$ cat config.mk
export PLATFORM = sky130hd
export DESIGN_NAME = dcache_controller
export DESIGN_NICKNAME = d
export VERILOG_FILES = /design/src/rtl/dcache_controller.sv
export SDC_FILE = /design/constraint.sdc
export NUM_CORES = 1
export LEC_CHECK = 0
export CORE_MARGIN = 5
export CORE_UTILIZATION = 60
export DETAILED_ROUTE_END_ITERATION = 8
export DONT_BUFFER_PORTS = 1
export GPL_TIMING_DRIVEN = 0
export PLACE_DENSITY = 0.76
export SLEW_MARGIN = 15
export SYNTH_ARGS = -nofsm -noshare
export SYNTH_HDL_FRONTEND = slang
export SYNTH_SLANG_ARGS = --single-unit
$ cat constraint.sdc
create_clock -name clk_i -period 13.1 [get_ports clk_i]
set_input_delay 1.31 -clock clk_i [delete_from_list [all_inputs] [get_ports clk_i]]
set_output_delay 1.31 -clock clk_i [all_outputs]
set_load 0.005 [all_outputs]
$ cat src/rtl/dcache_controller.sv
// dcache_controller: 16-line x 1-word direct-mapped, write-back, write-allocate data cache controller.
// Revision 1.0
`default_nettype none

module dcache_controller (
  input  logic        clk_i,
  input  logic        rst_i,
  input  logic [31:0] p1_addr_i,
  input  logic [31:0] p1_data_i,
  input  logic        p1_MemRead_i,
  input  logic        p1_MemWrite_i,
  output logic [31:0] p1_data_o,
  output logic        p1_stall_o,
  output logic [31:0] mem_addr_o,
  output logic [31:0] mem_data_o,
  output logic        mem_enable_o,
  output logic        mem_write_o,
  input  logic [31:0] mem_data_i,
  input  logic        mem_ack_i
);

  typedef enum logic [1:0] {
    IDLE      = 2'd0,
    WRITEBACK = 2'd1,
    ALLOCATE  = 2'd2
  } state_e;

  state_e      state_q, state_d;
  logic [15:0] valid_q, dirty_q;
  logic [25:0] tag_q  [16];
  logic [31:0] data_q [16];
  logic [3:0]  miss_idx_q, miss_idx_d;
  logic [25:0] miss_tag_q, miss_tag_d;

  logic [3:0]  req_idx;
  logic [25:0] req_tag;
  logic        req, hit, store_we, fill_we;
  logic        unused_addr_bits;

  assign req_idx          = p1_addr_i[5:2];
  assign req_tag          = p1_addr_i[31:6];
  assign unused_addr_bits = ^p1_addr_i[1:0];
  assign req              = p1_MemRead_i | p1_MemWrite_i;
  assign hit              = req & valid_q[req_idx] & (tag_q[req_idx] == req_tag);

  assign p1_stall_o = (state_q != IDLE) | (req & ~hit);
  assign p1_data_o  = ((state_q == IDLE) && hit && p1_MemRead_i) ? data_q[req_idx] : 32'h0;

  always_comb begin
    state_d      = state_q;
    miss_idx_d   = miss_idx_q;
    miss_tag_d   = miss_tag_q;
    mem_enable_o = 1'b0;
    mem_write_o  = 1'b0;
    mem_addr_o   = 32'h0;
    mem_data_o   = 32'h0;
    store_we     = 1'b0;
    fill_we      = 1'b0;
    case (state_q)
      IDLE: begin
        store_we = hit & p1_MemWrite_i;
        // Latch the miss address so the transfer survives req dropping mid-miss.
        if (req && !hit) begin
          miss_idx_d = req_idx;
          miss_tag_d = req_tag;
          state_d    = (valid_q[req_idx] && dirty_q[req_idx]) ? WRITEBACK : ALLOCATE;
        end
      end
      WRITEBACK: begin
        mem_enable_o = 1'b1;
        mem_write_o  = 1'b1;
        mem_addr_o   = {tag_q[miss_idx_q], miss_idx_q, 2'b00};
        mem_data_o   = data_q[miss_idx_q];
        if (mem_ack_i) state_d = ALLOCATE;
      end
      ALLOCATE: begin
        mem_enable_o = 1'b1;
        mem_addr_o   = {miss_tag_q, miss_idx_q, 2'b00};
        if (mem_ack_i) begin
          fill_we = 1'b1;
          state_d = IDLE;
        end
      end
      default: state_d = IDLE;
    endcase
  end

  always_ff @(posedge clk_i) begin
    if (rst_i) begin
      state_q    <= IDLE;
      valid_q    <= 16'h0;
      dirty_q    <= 16'h0;
      miss_idx_q <= 4'h0;
      miss_tag_q <= 26'h0;
    end else begin
      state_q    <= state_d;
      miss_idx_q <= miss_idx_d;
      miss_tag_q <= miss_tag_d;
      if (store_we) dirty_q[req_idx] <= 1'b1;
      if (fill_we) begin
        valid_q[miss_idx_q] <= 1'b1;
        dirty_q[miss_idx_q] <= 1'b0;
      end
    end
  end

  always_ff @(posedge clk_i) begin
    if (!rst_i) begin
      if (store_we) data_q[req_idx] <= p1_data_i;
      if (fill_we) begin
        data_q[miss_idx_q] <= mem_data_i;
        tag_q[miss_idx_q]  <= miss_tag_q;
      end
    end
  end

endmodule

`default_nettype wire

# After elaboration in Yosys (flattened, before gate mapping)
# Memories as Yosys holds them, arrays and structs flattened. A register that Yosys moved wholly into a read port is not among the register bits.
# Index checks and enable logic that the tools add are counted.
# Widths: inputs -> output; s select.
[op_classes]
eq_ne = 6
n_bitwise = 11
reduce_logical = 13
n_mux = 37
order_cmp = 4
[op_table]
columns = ["operator", "n"]
rows = [
  ["$mux 32", 3],
  ["$pmux 32 s2", 1],
  ["$mux 16", 3],
  ["$or 16x16->16", 2],
  ["$reduce_or 32->1", 1],
  ["$eq 26x26->1", 1],
  ["$mux 4", 5],
  ["$and 16x16->16", 1],
  ["$mux 1", 16],
  ["$not 16->16", 1],
  ["$lt 4x5->1 const B", 2],
  ["$bmux 1 s4", 2],
  ["$demux 1 s4", 2],
  ["$ge 4x1->1 const B", 2],
  ["$mux 2", 4],
  ["$logic_and 1x1->1", 6],
  ["$pmux 2 s3", 1],
  ["$and 1x1->1", 4],
  ["$ne 2x2->1 const B", 2],
  ["$reduce_and 3->1", 1],
  ["$eq 2x1->1 const B", 1],
  ["$eq 2x2->1 const B", 1],
  ["$logic_not 2->1", 1],
  ["$ne 2x1->1 const B", 1],
  ["other kinds (6)", 7],
]
[word_totals]
word_cells = 78
regBits = 64
inputBits = 101
n_memories = 2
output_inout_bits = 99
ram_bits = 928
[mem_list]
columns = ["memory", "words", "word_bits", "rd", "rd_ports_with_merged_regs", "write_ports", "line_no", "text"]
rows = [
  ["data_q", 16, 32, 2, 1, 1, "31", "logic [31:0] data_q [16];"],
  ["tag_q", 16, 26, 2, 1, 1, "30", "logic [25:0] tag_q [16];"],
]

# Depth between registers and ports, before layout
[logic_depth]
depth_word = 10
depth_mapped = 15
ltp_nobuf = 9

# Worst setup path after synthesis
# Ideal clock, no wire load.
[synth_timing]
kind = "input to register"
startpoint = "in p1_addr_i[5]"
endpoint = "mem data_q[12][0] (enable)"
setup_slack_ps = 7445
arrival_time_ps = 5234
cell_stages = 13
path_buffers = 5
cell_sequence = "buf_2 > buf_2 > buf_2 > buf_2 > mux4_2 > mux2i_1 > xor2_1 > a22oi_1 > nor4_1 > and4bb_1 > buf_2 > a31oi_1 > nor2_1"
[synth_via]
elab_chain_len = 10
word_cells_on_any_way = 13
classes_between = "eq/ne: 1; mux: 8; bitwise: 3; memory: 1"
[synth_rtl]
columns = ["element", "line_no", "text"]
rows = [
  ["start: declaration", "8", "input logic [31:0] p1_addr_i,"],
  ["branches (longest 10 deep; another with $mem_v2 16x26)", "-", ""],
  ["end: declaration", "31", ""],
]
# Parallel ways; which one is timed is not known. The select of a mux whose other input is x is not followed.

# Worst setup path after layout
[layout_timing]
startpoint = "in p1_addr_i[5]"
endpoint = "out p1_data_o[1]"
[layout_via]
elab_chain_len = 7
word_cells_on_any_way = 10
classes_between = "eq/ne: 1; mux: 3; bitwise: 2; reduce/logical: 2; memory: 2"
[layout_rtl]
columns = ["element", "line_no", "text"]
rows = [
  ["branches (longest 6 deep; another with $mem_v2 16x26)", "-", ""],
  ["$mux 32 (*)", "47", "assign p1_data_o = ((state_q == IDLE) && hit && p1_MemRead_i) ? data_q[req_idx] : 32'h0;"],
  ["end: declaration", "12", "output logic [31:0] p1_data_o,"],
]
# Every way passes the cells marked *. The select of a mux whose other input is x is not followed.

==> impl_metrics.json <==
{
  "status": "finished, final reports clean",
  "initial_utilization_pct": 60.2,
  "final-setup-viol-count": 0,
  "comb_power_share_pct": 11.6,
  "timing.final.hold_violations": 0,
  "clock_tree.htree_level_count": 3,
  "placementRows": 103,
  "die_height_um": 291,
  "grt_max_degree": 20,
  "worst_setup_path_start_kind": "input port",
  "clock_tree.buffer_depth": 3,
  "remaining_drc_errors": 0,
  "timing.critical_path.required_ps": 11790,
  "mostFrequentLayoutCell": "sky130_fd_sc_hd__edfxtp_1",
  "hpwlAfterDp_um": 108000,
  "worst_clock_skew_ps": 33.4,
  "yosysWarnings": 0,
  "cts_root_buffer": "sky130_fd_sc_hd__clkbuf_16",
  "postCtsHoldBufs": 0,
  "cts-buffers-inserted": 102,
  "drt_first_iter_violations": 5050,
  "grt_pass1_wl_um": 224000,
  "worst_hold_path_type": "flop to flop",
  "min_period_over_period_pct": 59.4,
  "firstDrtPassIters": 8,
  "most_used_flip_flop_cell_after_synthesis": "sky130_fd_sc_hd__edfxtp_1",
  "final.setup.tns_ps": 0,
  "synthCells": 2584,
  "first_global_vias": 30496,
  "seq_power_share_pct": 47.9,
  "switching_share_of_total_power_pct": 24.4,
  "die_w_um": 291,
  "vias_per_cell": 7.71,
  "internal-power_w": 0.00568,
  "overflow": 0,
  "core_area_um2": 78700,
  "tightest_pin_transition_ps": 1340,
  "netlist.top_cell.by_area": "sky130_fd_sc_hd__edfxtp_1",
  "synth_enable_flop_cells": 928,
  "netlist_area_um2": 47400,
  "postCtsResizedCells": 0,
  "postSynth.asyncResetShare_pct": 0,
  "most-common-layout-cells": "928 x sky130_fd_sc_hd__edfxtp_1, 514 x sky130_fd_sc_hd__mux4_2, 135 x sky130_fd_sc_hd__nand2_1, 127 x sky130_fd_sc_hd__clkbuf_1, 121 x sky130_fd_sc_hd__mux2i_1",
  "p_per_area_nw_per_um2": 140,
  "power_switching_w": 0.00183,
  "yosysSeqAreaShare_pct": 61.6,
  "fraction_of_layout_cells_with_a_size_suffix_above_1_pct": 31.6,
  "synth_largest_type_area_fraction_pct": 58.8,
  "total_via_count_after_detailed_routing": 30153,
  "seq_area_um2": 29200,
  "maxCapViolCount": 0,
  "cts_tree": "built",
  "area_growth_syn_to_layout_pct": 13.0,
  "antenna_violation_net_count_after_detailed_routing": 0,
  "final_util_pct": 68.1,
  "end_kind": "primary output",
  "wl_um": 160000,
  "timing.critical_path.fanout_max": 10,
  "gr-usage-all-layers_pct": 37.4,
  "netlist-cell-type-count": 70,
  "synth.area.top_cells": "sky130_fd_sc_hd__edfxtp_1 59%, sky130_fd_sc_hd__mux4_2 24%, sky130_fd_sc_hd__dfxtp_1 2.9%",
  "final_weighted_congestion_of_routability_driven_global_placement": 1.01,
  "worst_ir_drop_vdd_mv": 0.163,
  "design.final.nets": 2876,
  "initial_antenna_violation_count": 5,
  "slew_viol_final": 0,
  "critPathKind": "input port to primary output",
  "worstPathArrival_ps": 6470,
  "port_buffers": 0,
  "clkTransAtPathRegs_ps": 60,
  "setup_repair_after_global_routing_missed_its_margin": "no",
  "syn-mean-instance-area_um2": 18.4,
  "slew-limit-headroom_pct": 10.8,
  "fill_cells": 4889,
  "layout_min_cycle_time_ps": 7780,
  "clkLatencyLatePin_ps": 690,
  "clock_power_share_pct": 40.4,
  "multi_input_comb_area_um2": 17500,
  "final_routed_wire_length_divided_by_cell_count_um": 41.0,
  "leakagePower_nw": 17.3,
  "ioPinCount": 200,
  "postCtsSetupBuffers": 0,
  "achievable-frequency_mhz": 129,
  "clock_sink_count": 996,
  "ys_ff_latch": 996,
  "fp.dieArea_um2": 84800
}
final cells by class:
class	count	area share [%]
repair buffers	83	2.12
clock buffers	127	5.05
clock inverters	62	1.39
diodes	6	0.0280
plain buffers	201	1.75
well taps	1050	2.45
flip-flops and latches	996	54.5
multi-input cells	1373	32.6
inverters	15	0.105
critical path, stage by stage:
cell	delay [ps]
sky130_fd_sc_hd__buf_2	240
sky130_fd_sc_hd__buf_2	490
sky130_fd_sc_hd__clkbuf_1	940
sky130_fd_sc_hd__mux4_2	430
sky130_fd_sc_hd__mux2i_1	380
sky130_fd_sc_hd__nand2_1	80
sky130_fd_sc_hd__o21ai_1	150
sky130_fd_sc_hd__a22oi_1	210
sky130_fd_sc_hd__nor4_1	530
sky130_fd_sc_hd__and4bb_1	260
sky130_fd_sc_hd__buf_2	400
sky130_fd_sc_hd__clkbuf_1	610
sky130_fd_sc_hd__and3_1	400
worst paths after layout:
path	to	cells after the start	startpoint	slack, ps
worst max-delay path	p1_data_o[1]	13	p1_addr_i[5]	5320
worst min register to register	valid_q[6]	2	valid_q[6]	470
worst max register to register	data_q[12][29]	12	tag_q[3][22]	7960
worst min-delay path	valid_q[6]	2	valid_q[6]	470
registers in the layout, indices dropped and copies added, names as in the netlist, named ones only:
signal	cells
miss_tag_q	26
state_q	2
data_q	512
dirty_q	16
tag_q	416
valid_q	16
miss_idx_q	4
cell usage after synthesis, types with 4 or more instances:
| cell | count |
|---|---|
| sky130_fd_sc_hd__o22ai_1 | 18 |
| sky130_fd_sc_hd__a211oi_1 | 8 |
| sky130_fd_sc_hd__buf_4 | 10 |
| sky130_fd_sc_hd__a21o_1 | 8 |
| sky130_fd_sc_hd__clkbuf_1 | 117 |
| sky130_fd_sc_hd__edfxtp_1 | 928 |
| sky130_fd_sc_hd__a22o_1 | 15 |
| sky130_fd_sc_hd__buf_1 | 31 |
| sky130_fd_sc_hd__mux2_2 | 32 |
| sky130_fd_sc_hd__buf_6 | 8 |
| sky130_fd_sc_hd__a21oi_1 | 14 |
| sky130_fd_sc_hd__xor2_1 | 7 |
| sky130_fd_sc_hd__xnor2_1 | 9 |
| sky130_fd_sc_hd__dfxtp_1 | 68 |
| sky130_fd_sc_hd__and2_1 | 46 |
| sky130_fd_sc_hd__nor2_1 | 98 |
| sky130_fd_sc_hd__nor3_1 | 22 |
| sky130_fd_sc_hd__and3_1 | 39 |
| sky130_fd_sc_hd__nor3b_1 | 4 |
| sky130_fd_sc_hd__nand3_1 | 14 |
| sky130_fd_sc_hd__buf_2 | 34 |
| sky130_fd_sc_hd__nand2_1 | 135 |
| sky130_fd_sc_hd__a22oi_1 | 55 |
| sky130_fd_sc_hd__mux4_2 | 514 |
| sky130_fd_sc_hd__inv_1 | 13 |
| sky130_fd_sc_hd__nand2b_1 | 71 |
| sky130_fd_sc_hd__nor4_1 | 19 |
| sky130_fd_sc_hd__nor2b_1 | 39 |
| sky130_fd_sc_hd__o21ai_0 | 13 |
| sky130_fd_sc_hd__a221oi_1 | 7 |
| sky130_fd_sc_hd__mux2i_1 | 121 |
kinds of logic (layout without fill, tap and decap cells):
family	count (synthesis)	after routing	synth area share (%)
muxes	669	669	27.8
adders and majority gates	3	3	0.0791
xor gates and xnor gates	16	16	0.295
and+or+nand+nor	508	508	5.47
buffers and inverters	216	488	2.03
AOI/OAI and AO/OA	175	175	2.73
other	1	8	0.00791
DFF	996	996	61.6
per-stage QoR:
stage               cells  setup slack (ps)  total power [W]  cell area, um2  hold slack [ps]
floorplan            2585              7440          0.00420           47400              432
global placement     3635              3540          0.00448           48700              449
detailed placement   3716              5530          0.00451           50100              462
CTS                  3905              5520          0.00749           53500              475
global route         3910              5400          0.00767           53600              499
finish               3913              5320          0.00751           53600              472
per-layer routing:
layer	GRT usage [%]	vias to the layer above	routed length [um]
met5	0	-	14
met4	22.9	2	12400
met3	9.43	660	20900
met2	59.3	2934	76300
met1	47.0	15372	50700
li1	-	11185	-
power by group through the flow:
stage	logic (W)	registers, W	clock network [W]
2_1_floorplan	0.000560	0.00364	0
3_3_place_gp	0.000823	0.00366	0
3_5_place_dp	0.000850	0.00366	0
4_1_cts	0.000858	0.00360	0.00303
5_1_grt	0.000899	0.00360	0.00317
6_report	0.000874	0.00360	0.00304
No activity file was read; power rests on OpenSTA's default activity.
